`src/rtl/encryption.sv`:
```
// Streaming lowercase-character encryptor: C = (P - SK - Q) mod p, with its own
// key register and key FSM, valid/ready on both sides, one-entry output register.
module encryption #(
  parameter int P_MOD = 227,
  parameter int Q_OFF = 225,
  parameter int CNT_W = 16
) (
  input  logic             clk,
  input  logic             rst,
  input  logic [1:0]       mode,
  input  logic             key_load,
  input  logic [7:0]       secret_key,
  input  logic             ptxt_valid,
  input  logic [7:0]       ptxt,
  output logic             ptxt_ready,
  output logic             ctxt_valid,
  output logic [7:0]       ctxt,
  input  logic             ctxt_ready,
  output logic             key_valid,
  output logic             err_invalid_seckey,
  output logic             err_invalid_ptxt_char,
  output logic [CNT_W-1:0] char_count
);

  localparam logic [0:0] NO_KEY = 1'b0;
  localparam logic [0:0] KEY_OK = 1'b1;

  localparam logic [1:0] MODE_ENC = 2'b10;
  localparam logic [7:0] P8       = 8'(P_MOD);
  localparam logic [7:0] CHR_LO   = 8'h61;
  localparam logic [7:0] CHR_HI   = 8'h7A;

  // -SK - Q mod p folds to +(p - q) - SK, with one conditional +p to wrap back into range
  localparam logic signed [9:0] K_ADJ = 10'(P_MOD - Q_OFF);
  localparam logic signed [9:0] P10   = 10'(P_MOD);

  typedef struct packed {
    logic       vld;
    logic [7:0] data;
  } out_reg_t;

  logic [0:0]  state;
  logic [7:0]  key_q;
  out_reg_t    out_q;

  logic        key_legal;
  logic        chr_legal;
  logic        accept;
  logic        drain;
  logic signed [9:0] t_raw;
  logic signed [9:0] t_fix;
  logic [7:0]  enc_data;

  assign key_legal  = (secret_key != 8'd0) && (secret_key < P8);
  assign chr_legal  = (ptxt >= CHR_LO) && (ptxt <= CHR_HI);
  assign ptxt_ready = (state == KEY_OK) && (mode == MODE_ENC) && !key_load &&
                      (!out_q.vld || ctxt_ready);
  assign accept     = ptxt_valid && ptxt_ready;
  assign drain      = out_q.vld && ctxt_ready;

  always_comb begin
    t_raw = $signed({2'b00, ptxt}) + K_ADJ - $signed({2'b00, key_q});
    t_fix = (t_raw < 10'sd0) ? (t_raw + P10) : t_raw;
    enc_data = t_fix[7:0];
  end

  // Key FSM: key_load is honoured in any state and always overrides the current key status
  always_ff @(posedge clk or posedge rst) begin
    if (rst) begin
      state              <= NO_KEY;
      key_q              <= 8'd0;
      err_invalid_seckey <= 1'b0;
    end else if (key_load) begin
      if (key_legal) begin
        state              <= KEY_OK;
        key_q              <= secret_key;
        err_invalid_seckey <= 1'b0;
      end else begin
        state              <= NO_KEY;
        err_invalid_seckey <= 1'b1;
      end
    end
  end

  assign key_valid = (state == KEY_OK);

  // Output register: reload wins over drain so back-to-back characters stream at full rate
  always_ff @(posedge clk or posedge rst) begin
    if (rst) begin
      out_q                 <= '0;
      char_count            <= '0;
      err_invalid_ptxt_char <= 1'b0;
    end else begin
      err_invalid_ptxt_char <= accept && !chr_legal;
      if (accept && chr_legal) begin
        out_q.vld  <= 1'b1;
        out_q.data <= enc_data;
        char_count <= char_count + CNT_W'(1);
      end else if (drain) begin
        out_q <= '0;
      end
    end
  end

  assign ctxt_valid = out_q.vld;
  assign ctxt       = out_q.data;

endmodule
```
`config.mk`:
```
export PLATFORM = sky130hd
export DESIGN_NAME = encryption
export DESIGN_NICKNAME = d
export VERILOG_FILES = /design/src/rtl/encryption.sv
export SDC_FILE = /design/constraint.sdc
export NUM_CORES = 1
export LEC_CHECK = 0
export BUFFER_PORTS_ARGS = -buffer_cell sky130_fd_sc_hd__buf_2
export CELL_PAD_IN_SITES_DETAIL_PLACEMENT = 0
export CELL_PAD_IN_SITES_GLOBAL_PLACEMENT = 1
export CORE_UTILIZATION = 43
export CTS_CLUSTER_SIZE = 8
export DETAILED_ROUTE_END_ITERATION = 6
export HOLD_SLACK_MARGIN = 0.05
export PLACE_DENSITY = 0.94
export SLEW_MARGIN = 10
export SYNTH_ARGS = -nofsm -noshare
export SYNTH_HDL_FRONTEND = slang
export SYNTH_SLANG_ARGS = --single-unit
```
`constraint.sdc`:
```
create_clock -name clk -period 4.15 [get_ports clk]
set_input_delay 0.6225 -clock clk [delete_from_list [all_inputs] [get_ports clk]]
set_output_delay 0.6225 -clock clk [all_outputs]
set_load 0.01 [all_outputs]
```
==> results of run 1 <==
-- flip-flops by register name (all words and copies together) (netlist names) --
register	cells
ctxt	8
char_count	16
ctxt_valid	1
key_valid	1
err_invalid_ptxt_char	1
err_invalid_seckey	1
key_q	8
-- layout make-up --
type                            instances  area share [%]
Tap cell                               67            3.27
Sequential cell                        36            35.2
Multi-Input combinational cell        165            44.1
Clock inverter                          2            1.37
Clock buffer                            6            2.83
Timing Repair Buffer                   52            10.3
Inverter                               20            2.93
-- cell families after synthesis --
group                      Yosys count  share of synthesized area (%)
AOI/OAI and AO/OA                   33                           9.00
adders and majority gates           18                           11.3
DFF                                 36                           42.3
buffers and inverters               23                           4.59
and+or+nand+nor                     87                           21.5
muxes                                2                           1.06
xor gates and xnor gates            25                           10.3
-- cells in the final DEF (no fill, tap or decap), types with 2 or more instances in the layout --
| cell type | synthesis | layout |
|---|---|---|
| nand3_1 | 14 | 14 |
| ha_1 | 16 | 16 |
| a211oi_1 | 2 | 2 |
| nand3_2 | 2 | 2 |
| nor2_1 | 14 | 14 |
| fa_1 | 2 | 2 |
| xor2_1 | 9 | 9 |
| xnor2_1 | 16 | 16 |
| nor4b_1 | 2 | 2 |
| dfrtp_1 | 36 | 36 |
| clkbuf_8 | 0 | 5 |
| o21ai_0 | 20 | 20 |
| nand2b_1 | 3 | 3 |
| nand2_1 | 27 | 27 |
| buf_2 | 0 | 51 |
| nor3b_1 | 2 | 2 |
| nand4_1 | 4 | 4 |
| and3_1 | 2 | 2 |
| mux2_2 | 2 | 2 |
| nor4_1 | 2 | 2 |
| inv_1 | 20 | 20 |
| a21oi_1 | 5 | 5 |
| nor3_1 | 6 | 6 |
-- worst max-delay path, cell delays in order --
cell	delay (ps)
buf_2	110
inv_1	40
ha_1	270
inv_1	60
ha_1	180
inv_1	60
fa_1	390
nand2b_1	170
a211oi_1	320
o21ai_0	260
nand2b_1	150
xnor2_1	110
o21ai_0	80
-- routing by layer --
layer | global-route usage, % | vias up | routed length [um]
li1 | - | 876 | -
met1 | 22.3 | 811 | 1970
met2 | 31.4 | 48 | 2080
met3 | 4.17 | 4 | 188
met4 | 5.23 | 0 | 36
met5 | 0 | - | 0
-- Yosys cell counts, types with 3 or more instances --
library cell / count
a21oi_1: 5
dfrtp_1: 36
ha_1: 16
inv_1: 20
nand2_1: 27
nand2b_1: 3
nand3_1: 14
nand4_1: 4
nor2_1: 14
nor3_1: 6
o21ai_0: 20
xnor2_1: 16
xor2_1: 9
-- stage by stage --
step / instance area, um^2 / setup WS [ps] / total power (uW)
2_1_floorplan: 2130 / 1490 / 631
3_3_place_gp: 2450 / 1210 / 706
3_5_place_dp: 2450 / 1150 / 714
4_1_cts: 2560 / 1450 / 1020
5_1_grt: 2560 / 1130 / 1080
6_report: 2560 / 1440 / 1010
-- power by group --
part | internal [uW] | leakage [uW] | switching (uW)
clock network | 178 | 0.0000552 | 126
logic | 139 | 0.000772 | 171
registers | 379 | 0.000474 | 15.9
-- path summary, 6_finish.rpt --
| path | startpoint | to | slack (ps) | cells past startpoint |
|---|---|---|---|---|
| max | ptxt[1] | ctxt[2] | 1440 | 13 |
| max reg2reg | key_q[1] | ctxt[2] | 1540 | 11 |
| min reg2reg | char_count[15] | char_count[15] | 470 | 1 |
| max in group asynchronous | rst | char_count[8] | 3410 | 3 |
| min in group clk | char_count[15] | char_count[15] | 470 | 1 |
| min | rst | key_q[1] | 430 | 3 |
==> results.cfg, run 1 <==
[synthesis]
synth_largest_area_cell = dfrtp_1
synth-seq-area-share_pct = 42.3
synthDominantCellAreaShare_pct = 42.3
synth_area_um2 = 2130
synth_edf_count = 0
synth.avg_cell_area_um2 = 9.50
async_reset_ff_share_pct = 100
synth_fp_nets = 265
syn-instance-count = 224
synth-seq-cells = 36
ys_warn_count = 0
synth_area_leaders = dfrtp_1, ha_1, xnor2_1
ys.flop_type = dfrtp_1
synth_cell_types = 39

[placement]
placedCellCount = 340
port_buffers = 51
routabilityCongestion = 0.769
dp_hpwl_um = 3360

[sta]
min_period_ps = 2710
min_period_over_period_pct = 65.2
hold_ws_ps = 425
final_hold_viol_count = 0
setup_tns_ps = 0
rsz0062_at_grt = false
slew_violations = 0
setup_viol_count_final = 0
clock_skew_ps = 3.87
max_slew_margin_pct = 46.0
max_freq_mhz = 369
tightest_slew_ps = 807

[critical_path]
startpoint_type = input port
endpoint_kind = register
path_class = in2reg
critPathArrivalTime_ps = 2850
worstPathRequired_ps = 4290
crit_fanout = 5

[floorplanning]
start_util_pct = 44.8
row_count = 25
dieHeight_um = 72.4
die-width_um = 72.4
boundaryPins = 52
coreArea_um2 = 4750
die_area_um2 = 5230

[worst_hold_path]
min-delay-path-class = in2async

[global_route]
grt_max_degree = 37
grt_overflow = 0
gr-usage-all-layers_pct = 18.0
grt_pass1_wl_um = 7310
antenna_found_initial = 0
grt_pass1_vias = 1641

[routing]
routed-via-count = 1739
drtPass1Iterations = 4
ant_nets = 0
drt_iter0_markers = 73
wl_um = 4270
vias_per_cell = 5.00
wl_per_cell_um = 12.3
drc_errors = 0

[flow_run]
cap_violations = 0

[clock_tree]
path_clk_slew_ps = 70
cts.sinks = 36
htree_levels = 2
cts-buffers-inserted = 5
cts_hold_buf = 0
clockBufferDepth = 2
root_buffer = clkbuf_8
insertion_delay_ps = 290
cts_resized = 0
cts_tree = done
post-cts-setup-buffer-count = 0

[layout]
regArea_um2 = 901
postLayoutCoreUtil_pct = 53.8
nets = 321
area_delta_synth_final_pct = 20.3
multi_input_area_um2 = 1130
fill_cells = 465
fin_cells = 348
diodes = 0
final_layout_size_suffix_gt1_share_pct = 24.2

[power_and_ir_drop]
max-vdd-ir-drop_mv = 0.275
power_leakage_uw = 0.00130
power_density_nw_per_um2 = 394

[status]
status = finished, final reports clean
(Power assumes the default switching activity.)
==> run 2: changes to the inputs <==
--- a/config.mk
+++ b/config.mk
@@ -8,11 +8,11 @@
 export BUFFER_PORTS_ARGS = -buffer_cell sky130_fd_sc_hd__buf_2
 export CELL_PAD_IN_SITES_DETAIL_PLACEMENT = 0
 export CELL_PAD_IN_SITES_GLOBAL_PLACEMENT = 1
-export CORE_UTILIZATION = 43
+export CORE_UTILIZATION = 40
 export CTS_CLUSTER_SIZE = 8
 export DETAILED_ROUTE_END_ITERATION = 6
 export HOLD_SLACK_MARGIN = 0.05
-export PLACE_DENSITY = 0.94
+export PLACE_DENSITY = 0.89
 export SLEW_MARGIN = 10
 export SYNTH_ARGS = -nofsm -noshare
 export SYNTH_HDL_FRONTEND = slang
==> constraint.sdc (replaced) <==
create_clock -name clk -period 2.62 [get_ports clk]
set_input_delay 0.393 -clock clk [delete_from_list [all_inputs] [get_ports clk]]
set_output_delay 0.393 -clock clk [all_outputs]
set_load 0.01 [all_outputs]
==> results.cfg, run 2 (synthesis results as in run 1) <==
[power_and_ir_drop]
switching_share_pct = 33.0
max-vdd-ir-drop_mv = 0.261
power_density_nw_per_um2 = 595
p_int_uw = 1050
p_clk_share_pct = 23.2
p_switching_uw = 518
power_leakage_uw = 0.00133
power_frac_comb_pct = 36.8
share_seq_of_total_power_pct = 40.0

[layout]
final_layout_size_suffix_gt1_share_pct = 28.6
multi_input_area_um2 = 1180
fin_cells = 357
mostFrequentLayoutCell = buf_2
nets = 328
diodes = 0
final_cell_mix = buf_2, dfrtp_1, nand2_1, inv_1, o21ai_0
largest_register_ffs = 16
top_register = char_count
area_delta_synth_final_pct = 23.8
fill_cells = 501
regArea_um2 = 901
final_cell_area_um2 = 2630

[routing]
vias_per_cell = 4.99
wl_um = 4440
routed-via-count = 1782
drtPass1Iterations = 4
drt_iter0_markers = 61
ant_nets = 0
wl_per_cell_um = 12.4
drc_errors = 0

[sta]
max_slew_margin_pct = 67.8
final_hold_viol_count = 0
setup_viol_count_final = 0
min_period_over_period_pct = 94.5
tightest_slew_ps = 483
setup_tns_ps = 0
min_period_ps = 2470
max_freq_mhz = 404
clock_skew_ps = 6.36
slew_violations = 0

[clock_tree]
cts.sinks = 36
cts_hold_buf = 0
htree_levels = 2
path_clk_slew_ps = 70
insertion_delay_ps = 280
root_buffer = clkbuf_8
cts_tree = done
post-cts-setup-buffer-count = 0
clockBufferDepth = 2
cts-buffers-inserted = 5

[critical_path]
crit_end = ctxt[7]
reg2reg_depth = 10
critPathArrivalTime_ps = 2640
path_class = reg2reg
timing.rr.end = ctxt[7]
crit_fanout = 2
startpoint_type = register
endpoint_kind = register
timing.critical_path.from = key_q[1]
r2r-start = key_q[1]
worstPathRequired_ps = 2790
r2r_slack_ps = 150

[floorplanning]
row_count = 26
coreArea_um2 = 5110
dieHeight_um = 74.9
start_util_pct = 41.7
die_area_um2 = 5620
die-width_um = 74.9
boundaryPins = 52

[worst_hold_path]
min-delay-path-class = in2async

[placement]
dp_hpwl_um = 3470
port_buffers = 51
placed_area_um2 = 2510
routabilityCongestion = 0.823
placedCellCount = 350

[global_route]
gr-usage-all-layers_pct = 17.3
grt_max_degree = 25
grt_pass1_vias = 1650
grt_pass1_wl_um = 7270
antenna_found_initial = 0
grt_overflow = 0

[flow_run]
cap_violations = 0

[status]
status = finished, final reports clean
[run 2: critical path, stage by stage (launching register included)]
cell	delay, ps
dfrtp_1	410
ha_1	280
inv_1	40
ha_1	210
inv_1	80
fa_2	430
a21oi_1	220
nor4b_2	320
nor4_2	90
xnor2_1	170
o21ai_0	100
[run 2: area by class of cell]
type	instances	share of cell area (%)
Clock buffer	6	2.76
Sequential cell	36	34.2
Timing Repair Buffer	59	12.0
Inverter	20	2.85
Tap cell	70	3.33
Clock inverter	1	0.190
Multi-Input combinational cell	165	44.7
[run 2: how the worst min path moves through the flow]
stage	startpoint	to	slack, ps
CTS	rst	ctxt_valid	120
global route	rst	ctxt_valid	150
detailed placement	rst	ctxt_valid	440
floorplan	key_q[0]	key_q[0]	480
finish	rst	ctxt_valid	110
global placement	rst	ctxt_valid	430
[run 2: per-stage QoR]
step | hold slack, ps | util, % | power, uW | worst slack [ps]
4_1_cts | 120 | 50.6 | 1540 | 15.9
3_3_place_gp | 426 | 49.1 | 1160 | -20.7
2_1_floorplan | 485 | - | 999 | 185
6_report | 112 | 51.6 | 1570 | 145
5_1_grt | 153 | 51.6 | 1690 | -74.3
3_5_place_dp | 437 | 49.1 | 1170 | -78.9
[run 2: metal layers]
layer	GRT usage, %	share of wire, %	vias to the layer above
met2	28.5	49	47
met4	6.29	1.9	0
li1	-	-	885
met1	22.4	44	841
met3	3.61	4.8	9
met5	0	0	-
[run 2: power groups by stage]
stage / registers [uW] / clock network, uW / logic, uW
after CTS: 628 / 378 / 533
after global placement: 636 / 0 / 521
after floorplan: 649 / 0 / 351
after global routing: 634 / 406 / 648
after detailed placement: 639 / 0 / 529
final: 628 / 364 / 576
[run 2: repair_timing]
item                                    CTS  global route
endpoints found under the setup margin    0             8
endpoints found under the hold margin     0             0
gates resized for setup                   0            11
